<file path="src/rtl/bram_infer.sv">
// Signed saturating adder for LDPC LLR/message accumulation.
// Provides a combinational clamp, a one-deep registered copy and a sticky saturation counter.

module bram_infer_satadd #(
  parameter int WIDTH = 16
) (
  input  logic [WIDTH-1:0] a,
  input  logic [WIDTH-1:0] b,
  output logic [WIDTH-1:0] c,
  output logic             sat_pos,
  output logic             sat_neg
);
  logic [WIDTH:0] s;

  // One guard bit: the top two bits of the sum disagree exactly on overflow.
  always_comb begin
    s       = {a[WIDTH-1], a} + {b[WIDTH-1], b};
    sat_pos = (s[WIDTH:WIDTH-1] == 2'b01);
    sat_neg = (s[WIDTH:WIDTH-1] == 2'b10);
    if (sat_pos)
      c = {1'b0, {(WIDTH-1){1'b1}}};
    else if (sat_neg)
      c = {1'b1, {(WIDTH-1){1'b0}}};
    else
      c = s[WIDTH-1:0];
  end
endmodule

module bram_infer #(
  parameter int WIDTH = 16,
  parameter int CNT_W = 16
) (
  input  logic             clk,
  input  logic             rst,
  input  logic [WIDTH-1:0] a,
  input  logic [WIDTH-1:0] b,
  input  logic             in_valid,
  input  logic             cnt_clr,
  output logic [WIDTH-1:0] c,
  output logic             sat_pos,
  output logic             sat_neg,
  output logic [WIDTH-1:0] c_q,
  output logic             sat_pos_q,
  output logic             sat_neg_q,
  output logic             out_valid,
  output logic [CNT_W-1:0] sat_cnt
);
  localparam int STAGES = 1;

  logic [STAGES:0] vld_pipe;
  logic            sat_any;

  bram_infer_satadd #(.WIDTH(WIDTH)) u_add (
    .a       (a),
    .b       (b),
    .c       (c),
    .sat_pos (sat_pos),
    .sat_neg (sat_neg)
  );

  assign vld_pipe[0] = in_valid;
  assign sat_any     = sat_pos | sat_neg;
  assign out_valid   = vld_pipe[STAGES];

  always_ff @(posedge clk or negedge rst) begin
    if (!rst) begin
      vld_pipe[STAGES:1] <= '0;
    end else begin
      vld_pipe[STAGES:1] <= vld_pipe[STAGES-1:0];
    end
  end

  // Data and flags only load on valid so they hold across bubbles.
  always_ff @(posedge clk or negedge rst) begin
    if (!rst) begin
      c_q       <= '0;
      sat_pos_q <= 1'b0;
      sat_neg_q <= 1'b0;
    end else if (in_valid) begin
      c_q       <= c;
      sat_pos_q <= sat_pos;
      sat_neg_q <= sat_neg;
    end
  end

  always_ff @(posedge clk or negedge rst) begin
    if (!rst)
      sat_cnt <= '0;
    else if (cnt_clr)
      sat_cnt <= '0;
    else if (in_valid && sat_any && (sat_cnt != {CNT_W{1'b1}}))
      sat_cnt <= sat_cnt + 1'b1;
  end
endmodule

</file>
<file path="config.mk">
export PLATFORM = sky130hd
export DESIGN_NAME = bram_infer
export DESIGN_NICKNAME = d
export VERILOG_FILES = /design/src/rtl/bram_infer.sv
export SDC_FILE = /design/constraint.sdc
export NUM_CORES = 1
export LEC_CHECK = 0
export CORE_AREA = 3 3 101 65
export DETAILED_ROUTE_END_ITERATION = 10
export DIE_AREA = 0 0 104 68
export PLACE_DENSITY = 0.78
export SYNTH_ARGS = -nofsm -noshare
export SYNTH_HDL_FRONTEND = slang
export SYNTH_SLANG_ARGS = --single-unit
</file>
<file path="constraint.sdc">
create_clock -name clk -period 4.8 [get_ports clk]
set_input_delay 0.96 -clock clk [delete_from_list [all_inputs] [get_ports clk]]
set_output_delay 0.96 -clock clk [all_outputs]
set_load 0.01 [all_outputs]
</file>
==> metrics.txt, run 1 <==
CP Launch Type input port; EDFF count, synth 0; Worst EP required 3.84 ns; # H-tree levels 2; Synth Area per Inst 9.19 um^2; Clock Sinks 35; vias per inst 6.06; ANT nets after route 0; Total Die Area 7070 um^2; total track usage 0.268; period utilization 1.03; multi-input logic area 1950 um^2; pin count of the biggest net entering global routing 36; final total power 1.33 mW; initial cell density of the core 0.463; crit path kind in -> out; flops & latches, synth 35; RSZ-0062 raised after global routing true; vias 3121; Tmin final 4.93 ns; CTS buffer count 5; sequential cell area 876 um^2; share of cells above drive strength 1 0.333; Rows 21; Layout fillers 331; Antenna diodes 0; leakage 1.98 nW; fin area 4470 um^2; first-pass GRT wire length 14900 um; Core ar. 5570 um^2; Cell Area, Synth 2580 um^2; clock transition at the registers of the reported paths 0.08 ns; Pwr per Cell Area 297 nW/um^2; failing checks negative setup slack; maxcap violations 0; Finished Layout Cells 515; Main synth FF type dfrtp_1; hold path start c_q[2]$_DFFE_PN0P_; Core Util, Final 0.802; Placed Area 3910 um^2; crit path max fanout 5; Port Buffers 88; Layout Nets 491; relative slew slack 0.331; total wire length 10400 um; Least-Margin Pin Slew 1.00 ns; Worst Path Arrival 3.97 ns; Highest Clock Rate 203 MHz; IO Pins 89; Async SR Flop Fraction 1.00; Seq/Total Area, Yosys 0.339; worst r2r src sat_cnt[0]$_DFFE_PN0P_; gpl congestion 0.933; commonest non-fill, non-tap cell in the layout buf_4; most frequent cells in the layout 60 x buf_4, 52 x clkdlybuf4s50_1, 35 x dfrtp_1; GRT Residual Overflow 0; skew final 0.00728 ns; Max Slew Vio Count 0; placed insts 492; Setup crit start a[5]; Synth Net Count 338; distinct cell type count after synthesis 54; Final setup viols 2; routed len/inst 20.3 um; CP endpoint kind output pin; Die Ht 68 um; dpl hpwl 6490 um; maximum vdd drop 0.000172 V; outcome finished with violations; TritonCTS clock tree yes; DRT Pass-1 Iters 5; Cells after Synth 281; setup ws final -0.127 ns; Synth-to-Final Area Change 73.0%; Final Hold Fails 0; vias in the first global route 2942; DRC 0; Max clock buf depth 2; clk_lat worst skew 0.30 ns; YS warnings 0; clock root cell clkbuf_8; initial antenna violation count 0; initial DRC count 326; Worst Hold Class reg -> reg; Die Wd 104 um; pre-CTS setup slack -0.807 ns
==> power by group <==
group | total, mW | internal [mW] | switching (mW)
registers | 0.367 | 0.338 | 0.0289
clock network | 0.281 | 0.155 | 0.126
logic | 0.680 | 0.351 | 0.329
==> cells in the mapped netlist (4+ instances only) <==
master    count  area share
nand2b_1      7       0.017
a21o_1        5       0.015
inv_1        14       0.020
a21oi_1      13       0.025
and3_1        5       0.012
ha_1         20       0.097
and4_1        4       0.014
nand3_1       8       0.016
o21ai_0      16       0.031
o211ai_1      5       0.015
mux2_2        6       0.026
nor2_1       24       0.035
o311ai_1      4       0.014
nor3_1        4      0.0078
o31ai_1       8       0.023
xor2_1       18       0.061
dfrtp_1      35        0.34
o21a_1        5       0.015
clkbuf_1      6      0.0087
nand2_1      13       0.019
nand4_1       8       0.019
==> cell families after synthesis <==
kind of cell             after synthesis  share of synthesized area
XOR/XNOR                              21                     0.0713
AO/OA/AOI/OAI                         84                      0.231
buffers and inverters                 23                     0.0344
flip-flops                            35                      0.339
adder cells (fa/ha/maj)               21                      0.105
multiplexers                           9                     0.0397
AND/OR/NAND/NOR                       88                      0.179
==> area by class of cell <==
class,instances,share of cell area
clock buffers,5,0.0154
clock inverters,3,0.00980
inverters,14,0.0126
multi-input cells,223,0.437
flip-flops and latches,35,0.196
well taps,80,0.0224
repair buffers,155,0.307
==> layer usage <==
layer	track usage	vias up	part of all wire
met5	0	-	0
met2	0.451	210	0.46
met4	0.0929	0	0.036
met1	0.355	1504	0.41
met3	0.0490	46	0.089
li1	-	1361	-
==> metrics by stage <==
| step | setup TNS [ns] | hold WS (ns) |
|---|---|---|
| 4_1_cts | 0 | 0.514 |
| 2_1_floorplan | 0 | 0.544 |
| 5_1_grt | -0.969 | 0.532 |
| 3_5_place_dp | -12.42 | 0.497 |
| 3_3_place_gp | -11.23 | 0.493 |
| 6_report | -0.170 | 0.510 |
==> worst max-delay path: stages <==
cell and delay, ns:
clkdlybuf4s50_1 0.40, ha_1 0.25, a21oi_4 0.20, a2bb2oi_2 0.25, o21ai_2 0.10, a221o_1 0.39, xnor2_2 0.29, ha_4 0.23
nor2b_4 0.06, nand3_2 0.07, o31ai_1 0.07, or4_4 0.54, buf_6 0.14
==> timing repair <==
action,in CTS,in global routing
gates resized for setup,107,42
setup endpoints to repair,18,16
hold buffers,0,0
cloned,0,1
setup buffers,9,6
pin swaps,21,14
==> path summary, 6_finish.rpt <==
path / to / slack (ns) / depth (start not counted)
max: c[8] / -0.13 / 13
max reg2reg: sat_cnt[1]$_DFFE_PN0P_ / 2.78 / 6
min in group asynchronous: c_q[0]$_DFFE_PN0P_ / 0.75 / 1
min: c_q[2]$_DFFE_PN0P_ / 0.51 / 1
max in group asynchronous: c_q[15]$_DFFE_PN0P_ / 3.54 / 1
min reg2reg: c_q[2]$_DFFE_PN0P_ / 0.51 / 1
==> registers in the layout, summed over array words and instances, names as in the netlist <==
signal / cells
sat_cnt: 16
out_valid: 1
sat_neg_q: 1
c_q: 16
sat_pos_q: 1
Note: power is estimated with default switching activity, not from simulation.
==> run 2: changes to the inputs <==
- CORE_AREA: 3 3 101 65 -> 2 2 100 64
- DIE_AREA: 0 0 104 68 -> 0 0 102 66
==> metrics.txt, run 2 (synthesis gave the netlist of run 1 again) <==
relative slew slack 0.452; placed insts 508; Worst EP required 3.84 ns; Max clock buf depth 2; clk_lat worst skew 0.30 ns; clock root cell clkbuf_8; clock transition at the registers of the reported paths 0.08 ns; biggest regs c_q x16, sat_cnt x16; sequential cell area 876 um^2; initial antenna violation count 0; skew final 0.00709 ns; Worst Path Arrival 3.85 ns; Antenna diodes 0; worst r2r src sat_cnt[4]$_DFFE_PN0P_; most frequent cells in the layout 69 x buf_4, 45 x clkdlybuf4s50_1, 35 x dfrtp_1; commonest non-fill, non-tap cell in the layout buf_4; Final Hold Fails 0; Rows 22; WHS Path Cells 1; dpl hpwl 6370 um; RSZ-0062 raised after global routing true; pin count of the biggest net entering global routing 36; vias in the first global route 2817; setup ws final -0.0118 ns; Finished Layout Cells 529; ANT nets after route 0; Max Slew Vio Count 0; gpl congestion 0.889; # H-tree levels 2; Synth-to-Final Area Change 76.8%; Highest Clock Rate 208 MHz; Layout Nets 501; Clock Sinks 35; Reg2Reg Depth 5; hold path start c_q[0]$_DFFE_PN0P_; initial cell density of the core 0.442; fin area 4560 um^2; Worst Hold Class reg -> reg; Core ar. 5840 um^2; Placed Area 4030 um^2; hold endpoint c_q[0]$_DFFE_PN0P_; outcome finished with violations; multi-input logic area 1940 um^2; Die Ht 66 um; Fin Hold WS 0.513 ns; pre-CTS setup slack -1.01 ns; share of cells above drive strength 1 0.351; first-pass GRT wire length 13700 um; Least-Margin Pin Slew 0.822 ns; Layout fillers 361; leakage 2.13 nW; crit path kind in -> out; FF-to-FF End sat_cnt[1]$_DFFE_PN0P_; Tmin final 4.81 ns; Total Die Area 6730 um^2; total wire length 9170 um; Final setup viols 1; vias per inst 5.50; Die Wd 102 um; total track usage 0.265; Pwr per Cell Area 285 nW/um^2; CP Launch Type input port; period utilization 1.00; CP endpoint kind output pin; GRT Residual Overflow 0; Core Util, Final 0.782; IO Pins 89; Port Buffers 88; failing checks negative setup slack; maximum vdd drop 0.000177 V; routed len/inst 17.3 um; TritonCTS clock tree yes; maxcap violations 0; initial DRC count 208; DRC 0; Reg2Reg Setup Slack 2.88 ns; CTS buffer count 5; DRT Pass-1 Iters 4; vias 2909; crit path max fanout 4
run 2: cell count changes in the layout (fill, tap and decap cells not counted), moves of 4 or more:
| cell | change |
|---|---|
| clkbuf_2 | +5 |
| o21ai_2 | -4 |
| dlygate4sd2_1 | -6 |
| dlymetal6s2s_1 | +13 |
| o31ai_2 | +4 |
| clkdlybuf4s50_1 | -7 |
| buf_4 | +9 |
run 2: critical path, cell delays in order:
cell,delay (ns)
clkdlybuf4s50_1,0.50
ha_4,0.23
a21oi_1,0.22
o21ai_0,0.15
a221o_1,0.42
xnor2_2,0.21
ha_2,0.27
nor2b_2,0.06
nand3_1,0.08
o31ai_2,0.07
or4_4,0.54
buf_6,0.14
run 2: final cells by class:
class / count / share of cell area
timing repair buffer: 165 / 0.324
inverter: 14 / 0.0115
clock buffer: 5 / 0.0151
tap: 84 / 0.0230
sequential: 35 / 0.192
multi-input combinational: 223 / 0.425
clock inverter: 3 / 0.00960
run 2: timing repair:
item,4_1_cts,5_1_grt
hold buffers,0,0
gates resized for setup,87,66
setup buffers,7,6
pin swaps,14,35
endpoints found under the setup margin,18,17
run 2: routing by layer:
metal  part of all wire  GRT usage
met1               0.46      0.373
met2               0.46      0.415
met3              0.057     0.0455
met4              0.014     0.0817
met5                  0          0
run 2: where the power goes:
part / switching (mW) / leakage (nW) / internal, mW
combinational: 0.304 / 1.63 / 0.354
clock: 0.124 / 0.0581 / 0.155
sequential: 0.0286 / 0.441 / 0.338
total: 0.456 / 2.13 / 0.847
run 2: worst max path at each step:
stage,start,to,slack [ns],cells after the start
after floorplan,a[0],c[13],0.07,11
after global placement,a[0],c[8],-0.81,14
after detailed placement,a[0],c[8],-1.01,14
after CTS,a[3],c[8],-0.09,12
after global routing,b[13],c[8],-0.09,12
final,b[13],c[8],-0.01,12
run 2: through the flow:
step	setup TNS (ns)	power (mW)
floorplan	0	0.606
global placement	-11.65	0.950
detailed placement	-13.10	0.961
CTS	-0.0884	1.25
global route	-0.137	1.36
finish	-0.0118	1.30
==> run 3: changes to the inputs <==
- HOLD_SLACK_MARGIN: unset -> 0.12
- SLEW_MARGIN: unset -> 30
==> results of run 3 <==
No change in the layout: final DEF, timing and power equal those of run 2.
